==> src/rtl/display_pkg.sv <==
// Shared constants and state type for the seven-segment display scheduler.
package display_pkg;

    localparam int HEX_W          = 24;
    localparam int DEFAULT_DIGITS = 6;

    typedef enum logic {
        IDLE = 1'b0,
        SHOW = 1'b1
    } disp_state_t;

endpackage

==> src/rtl/display_tick_gen.sv <==
// Timing base for the display: digit-advance tick, frame boundary and dp blink tick.
module display_tick_gen #(
    parameter int SCAN_DIV     = 50000,
    parameter int DIGITS       = 6,
    parameter int BLINK_FRAMES = 50
) (
    input  logic clk,
    input  logic rst_n,
    output logic m_f,
    output logic frame_end,
    output logic dp_f
);

    localparam int PW  = (SCAN_DIV > 1)     ? $clog2(SCAN_DIV)     : 1;
    localparam int DGW = (DIGITS > 1)       ? $clog2(DIGITS)       : 1;
    localparam int BW  = (BLINK_FRAMES > 1) ? $clog2(BLINK_FRAMES) : 1;

    logic [PW-1:0]  pre_q, pre_d;
    logic [DGW-1:0] digit_q, digit_d;
    logic [BW-1:0]  blink_q, blink_d;

    // The digit counter only moves on m_f, so it tracks the driver's scan position.
    always_comb begin
        m_f       = (pre_q == PW'(SCAN_DIV - 1));
        frame_end = m_f && (digit_q == DGW'(DIGITS - 1));
        dp_f      = frame_end && (blink_q == BW'(BLINK_FRAMES - 1));

        pre_d   = m_f ? '0 : pre_q + PW'(1);
        digit_d = digit_q;
        blink_d = blink_q;
        if (m_f) begin
            digit_d = frame_end ? '0 : digit_q + DGW'(1);
        end
        if (frame_end) begin
            blink_d = dp_f ? '0 : blink_q + BW'(1);
        end
    end

    always_ff @(posedge clk or negedge rst_n) begin
        if (!rst_n) begin
            pre_q   <= '0;
            digit_q <= '0;
            blink_q <= '0;
        end else begin
            pre_q   <= pre_d;
            digit_q <= digit_d;
            blink_q <= blink_d;
        end
    end

endmodule

==> src/rtl/display_scheduler.sv <==
// Shares the display driver among NREQ requesters, round-robin with dwell, switching only on frame boundaries.
module display_scheduler
    import display_pkg::*;
#(
    parameter int SCAN_DIV     = 50000,
    parameter int DIGITS       = DEFAULT_DIGITS,
    parameter int DWELL_FRAMES = 200,
    parameter int BLINK_FRAMES = 50,
    parameter int NREQ         = 4
) (
    input  logic                    clk,
    input  logic                    rst_n,
    input  logic [NREQ-1:0]         req,
    input  logic [HEX_W*NREQ-1:0]   data,
    input  logic                    lock,
    output logic                    m_f,
    output logic                    dp_f,
    output logic [HEX_W-1:0]        hex,
    output logic [NREQ-1:0]         grant,
    output logic                    frame_end
);

    localparam int IW = $clog2(NREQ);
    localparam int DW = (DWELL_FRAMES > 1) ? $clog2(DWELL_FRAMES) : 1;

    disp_state_t      state_q, state_d;
    logic [IW-1:0]    owner_q, owner_d;
    logic [IW-1:0]    ptr_q, ptr_d;
    logic [DW-1:0]    dwell_q, dwell_d;
    logic [NREQ-1:0]  grant_q, grant_d;
    logic [HEX_W-1:0] hex_q, hex_d;
    logic [IW-1:0]    next_idx;
    logic             any_req;
    logic             rotate;

    display_tick_gen #(
        .SCAN_DIV     (SCAN_DIV),
        .DIGITS       (DIGITS),
        .BLINK_FRAMES (BLINK_FRAMES)
    ) u_tick (
        .clk       (clk),
        .rst_n     (rst_n),
        .m_f       (m_f),
        .frame_end (frame_end),
        .dp_f      (dp_f)
    );

    // Search starts after ptr, so the current owner is the last candidate considered.
    function automatic logic [IW-1:0] rr_next(input logic [NREQ-1:0] r, input logic [IW-1:0] p);
        logic [IW-1:0] sel;
        logic          found;
        logic [IW-1:0] cand;
        sel   = p;
        found = 1'b0;
        for (int k = 1; k <= NREQ; k++) begin
            cand = IW'((int'(p) + k) % NREQ);
            if (!found && r[cand]) begin
                found = 1'b1;
                sel   = cand;
            end
        end
        return sel;
    endfunction

    always_comb begin
        state_d  = state_q;
        owner_d  = owner_q;
        ptr_d    = ptr_q;
        dwell_d  = dwell_q;
        grant_d  = grant_q;
        hex_d    = hex_q;
        any_req  = |req;
        next_idx = rr_next(req, ptr_q);
        rotate   = (dwell_q == DW'(DWELL_FRAMES - 1)) || !req[owner_q];

        if (frame_end) begin
            case (state_q)
                IDLE: begin
                    if (any_req) begin
                        state_d = SHOW;
                        owner_d = next_idx;
                        ptr_d   = next_idx;
                        dwell_d = '0;
                    end
                end
                SHOW: begin
                    if (!rotate) begin
                        dwell_d = dwell_q + DW'(1);
                    end else if (lock && req[owner_q]) begin
                        dwell_d = '0;
                    end else if (any_req) begin
                        owner_d = next_idx;
                        ptr_d   = next_idx;
                        dwell_d = '0;
                    end else begin
                        state_d = IDLE;
                        dwell_d = '0;
                    end
                end
                default: state_d = IDLE;
            endcase

            // hex is re-snapshotted every frame so a frame never shows mid-update data.
            if (state_d == SHOW) begin
                grant_d = NREQ'(1) << owner_d;
                hex_d   = data[HEX_W*int'(owner_d) +: HEX_W];
            end else begin
                grant_d = '0;
                hex_d   = '0;
            end
        end
    end

    always_ff @(posedge clk or negedge rst_n) begin
        if (!rst_n) begin
            state_q <= IDLE;
            owner_q <= '0;
            ptr_q   <= IW'(NREQ - 1);
            dwell_q <= '0;
            grant_q <= '0;
            hex_q   <= '0;
        end else begin
            state_q <= state_d;
            owner_q <= owner_d;
            ptr_q   <= ptr_d;
            dwell_q <= dwell_d;
            grant_q <= grant_d;
            hex_q   <= hex_d;
        end
    end

    assign grant = grant_q;
    assign hex   = hex_q;

endmodule

==> config.mk <==
export PLATFORM = sky130hd
export DESIGN_NAME = display_scheduler
export DESIGN_NICKNAME = d
export VERILOG_FILES = /design/src/rtl/display_pkg.sv /design/src/rtl/display_tick_gen.sv /design/src/rtl/display_scheduler.sv
export SDC_FILE = /design/constraint.sdc
export NUM_CORES = 1
export LEC_CHECK = 0
export CORE_MARGIN = 1.5
export CORE_UTILIZATION = 35
export CTS_BUF_LIST = sky130_fd_sc_hd__clkbuf_16
export CTS_CLUSTER_SIZE = 8
export DETAILED_ROUTE_END_ITERATION = 10
export GPL_ROUTABILITY_DRIVEN = 0
export GPL_TIMING_DRIVEN = 0
export PLACE_DENSITY = 0.61
export SKIP_LAST_GASP = 1
export SYNTH_ARGS = -nofsm -noshare
export SYNTH_HDL_FRONTEND = slang
export SYNTH_SLANG_ARGS = --single-unit
==> constraint.sdc <==
create_clock -name clk -period 6.9 [get_ports clk]
set_input_delay 1.035 -clock clk [delete_from_list [all_inputs] [get_ports clk]]
set_output_delay 1.035 -clock clk [all_outputs]
set_load 0.05 [all_outputs]
==> impl_metrics.env, run 1 <==
export IMPL_ys_seq_area_frac=0.368
export IMPL_cts_resized=0
export IMPL_diodes=0
export IMPL_async_flop_share=1.00
export IMPL_drv_cap=0
export IMPL_clkSinkCount=66
export IMPL_crit_required_ns=5.86
export IMPL_seq_power_share=0.376
export IMPL_gr_total_overflow=0
export IMPL_cp_start_kind="register"
export IMPL_max_stage_delay_ns=0.81
export IMPL_worstSetupPathType="reg2out"
export IMPL_die_y_um=116
export IMPL_core_um2=12600
export IMPL_yosysMostFrequentCell="dfrtp_1"
export IMPL_ant_nets=0
export IMPL_relSlewSlack=0.0571
export IMPL_synth_top_area_cell="dfrtp_1"
export IMPL_cp_end_kind="output port"
export IMPL_post_route_util=0.501
export IMPL_synth_nets=596
export IMPL_area_growth_pct=40.3
export IMPL_p_leak_uw=0.00251
export IMPL_place_port_buffers=130
export IMPL_power_internal_uw=774
export IMPL_cts_buffers=9
export IMPL_fmax_ghz=0.219
export IMPL_cp_cell_sequence="or4b_1 -> or4_1 -> buf_2 -> inv_2 -> nand2_1 -> clkbuf_1 -> nor2_1 -> clkdlybuf4s50_1"
export IMPL_routed_wl_mm=15.5
export IMPL_setup_violations=0
export IMPL_pre_cts_ws_ns=2.66
export IMPL_viasPerCell=5.87
export IMPL_drc=0
export IMPL_synth_cell_type_count=59
export IMPL_synth_top_area_frac=0.357
export IMPL_ys_top_cells_by_area="dfrtp_1 (36%), mux2_2 (6.0%), a22o_1 (5.3%), a222oi_1 (4.7%), a32oi_1 (4.5%)"
export IMPL_dieArea_um2=13500
export IMPL_switching_power_uw=292
export IMPL_min_period_over_period=0.663
export IMPL_synth_ff_latch_count=66
export IMPL_gr_usage_all_layers=0.232
export IMPL_grt_max_degree=67
export IMPL_met3_usage=0.0410
export IMPL_rows=41
export IMPL_pwr_share_comb=0.197
export IMPL_setup_slack_ns=2.33
export IMPL_cts_max_level=3
export IMPL_cp_max_fo=10
export IMPL_cts_tree="yes"
export IMPL_irDropWorstVdd_mv=0.140
export IMPL_synthFlopType="dfrtp_1"
export IMPL_drive_gt1_frac=0.0790
export IMPL_clock_path_buffers=2
export IMPL_min_period_ns=4.57
export IMPL_slew_violations=0
export IMPL_cts_root_buf="clkbuf_16"
export IMPL_pwr_share_clk=0.428
export IMPL_fill_cells=1197
export IMPL_setup_tns_ns=0
export IMPL_hold_class="reg2reg"
export IMPL_dp_hpwl_mm=11.2
export IMPL_hold_viol=0
export IMPL_start_util=0.357
export IMPL_drt_iter0_markers=551
export IMPL_nets=737
export IMPL_first_pass_iters=8
export IMPL_antenna_found_initial=0
export IMPL_rsz0062_at_grt="no"
export IMPL_num_vias=4729
export IMPL_clk_pin_slew_ns=0.06
export IMPL_worstHoldPathCells=1
export IMPL_synth_common_cells="dfrtp_1 (64), nand2_1 (51), clkbuf_1 (33), nor2_1 (33), a22o_1 (27)"
export IMPL_yosys_warnings=0
export IMPL_hold_buffers=0
export IMPL_swShare=0.274
export IMPL_met2_usage=0.366
export IMPL_worst_slew_pin_slew_ns=1.39
export IMPL_globalRouteMet1Util=0.309
export IMPL_die_w_um=116
export IMPL_route_detailed_wl_per_inst_um=19.2
export IMPL_post_cts_setup_buffers=0
export IMPL_grt_busiest_layer="met2"
export IMPL_grt_pass1_wl_mm=24.5
export IMPL_cp_arrival_ns=3.54
export IMPL_insertion_delay_ns=0.33
export IMPL_syn_area_um2=4490
export IMPL_outcome="complete, no violations"
export IMPL_io_pins=134
export IMPL_syn_inst=487
export IMPL_r2r_cells=10
export IMPL_grt_pass1_vias=4872
export IMPL_skew_ns=0.00773
export IMPL_powerDensity_nw_per_um2=169
export IMPL_crit_path_top_delay_cell="clkdlybuf4s50_1"
export IMPL_synth_edff_count=0
export IMPL_syn_area_per_cell_um2=9.22
[power groups by stage]
stage,combinational [uW],sequential [uW],clock [uW]
2_1_floorplan,74.3,428,0
3_3_place_gp,205,407,0
3_5_place_dp,208,407,0
4_1_cts,208,400,462
5_1_grt,224,401,482
6_report,210,400,456
[final timing paths]
kind	startpoint	slack, ns	endpoint
min	dwell_q[7]	0.48	dwell_q[7]
max	u_tick.pre_q[4]	2.33	dp_f
min reg2reg	dwell_q[7]	0.48	dwell_q[7]
min in group asynchronous	rst_n	0.83	u_tick.pre_q[3]
max reg2reg	u_tick.pre_q[4]	3.76	hex[3]
max in group asynchronous	rst_n	5.51	hex[11]
[cell usage in the layout, fill, tap and decap left out, drive strengths merged, types with 4 or more instances in the layout]
master / Yosys / layout
nand2: 51 / 51
dfrtp: 64 / 64
clkbuf: 33 / 42
inv: 6 / 6
a32oi: 23 / 23
nand4: 4 / 4
clkinv: 0 / 4
xnor2: 5 / 5
a222oi: 21 / 21
ha: 6 / 6
nor2: 33 / 33
a22oi: 24 / 24
a21o: 23 / 23
buf: 4 / 5
clkdlybuf4s50: 0 / 129
nand2b: 4 / 4
and2: 5 / 5
and3: 9 / 9
o21ai: 31 / 31
or3: 4 / 4
o31ai: 6 / 6
mux2: 24 / 24
nand3: 15 / 15
nor2b: 8 / 8
a22o: 27 / 27
a21oi: 5 / 5
xor2: 7 / 7
[area by class of cell]
cell class | count | area (um2) | share of cell area
inverter | 6 | 22.5 | 0.00357
clock inverter | 7 | 70.1 | 0.0111
multi-input combinational | 378 | 2660 | 0.421
timing repair buffer | 130 | 1300 | 0.206
tap | 172 | 215 | 0.0342
buffer | 37 | 159 | 0.0252
sequential | 66 | 1650 | 0.263
clock buffer | 9 | 225 | 0.0357
[state kept, by name, indices dropped and copies added (netlist names)]
| name | flops |
|---|---|
| ptr_q | 2 |
| u_tick.blink_q | 6 |
| state_q | 1 |
| u_tick.pre_q | 16 |
| grant | 4 |
| u_tick.digit_q | 3 |
| hex | 24 |
| dwell_q | 8 |
| owner_q | 2 |
[per-stage QoR]
stage | instance area [um2] | instances | total power (uW) | hold WS, ns
floorplan | 4490 | 487 | 503 | 0.448
global placement | 6010 | 789 | 612 | 0.473
detailed placement | 6000 | 789 | 614 | 0.479
CTS | 6300 | 805 | 1070 | 0.488
global route | 6300 | 805 | 1110 | 0.522
finish | 6300 | 805 | 1070 | 0.481
[cell families (layout without fill, tap and decap cells)]
family                   after synthesis  after routing  synth area share
XOR/XNOR                              12             12            0.0234
multiplexers                          27             27            0.0669
buffers and inverters                 43            189            0.0404
flip-flops                            66             66             0.368
AND/OR/NAND/NOR                      153            153             0.171
adder cells (fa/ha/maj)                6              6            0.0167
AO/OA/AOI/OAI                        180            180             0.314
[routing by layer]
layer  up-vias  part of all wire
met4         0             0.023
met2       216              0.47
met5         -                 0
met1      2297              0.44
met3        27             0.069
li1       2189                 -
[worst max-delay path: cells and delay by family, from the launching register on]
family | cells | cell delay, ns
AND/OR/NAND/NOR | 4 | 1.42
buffers and inverters | 4 | 1.38
flip-flops | 1 | 0.40
Note: power is estimated with default switching activity, not from simulation.
==> run 2, diff against run 1 <==
==> constraint.sdc (replaced) <==
create_clock -name clk -period 4.5 [get_ports clk]
set_input_delay 0.675 -clock clk [delete_from_list [all_inputs] [get_ports clk]]
set_output_delay 0.675 -clock clk [all_outputs]
set_load 0.05 [all_outputs]
==> results of run 2 <==
Same layout as run 1 (identical final DEF). Status: complete, no violations.
Among the figures that moved: setup slack after placement 2.66 ns -> 0.619 ns; setup slack after layout 2.33 ns -> 0.287 ns; hold slack 0.481 ns -> 0.469 ns; register-to-register setup slack 3.76 ns -> 1.36 ns; total power 1070 uW -> 1630 uW; worst IR drop on VDD 0.140 mV -> 0.214 mV
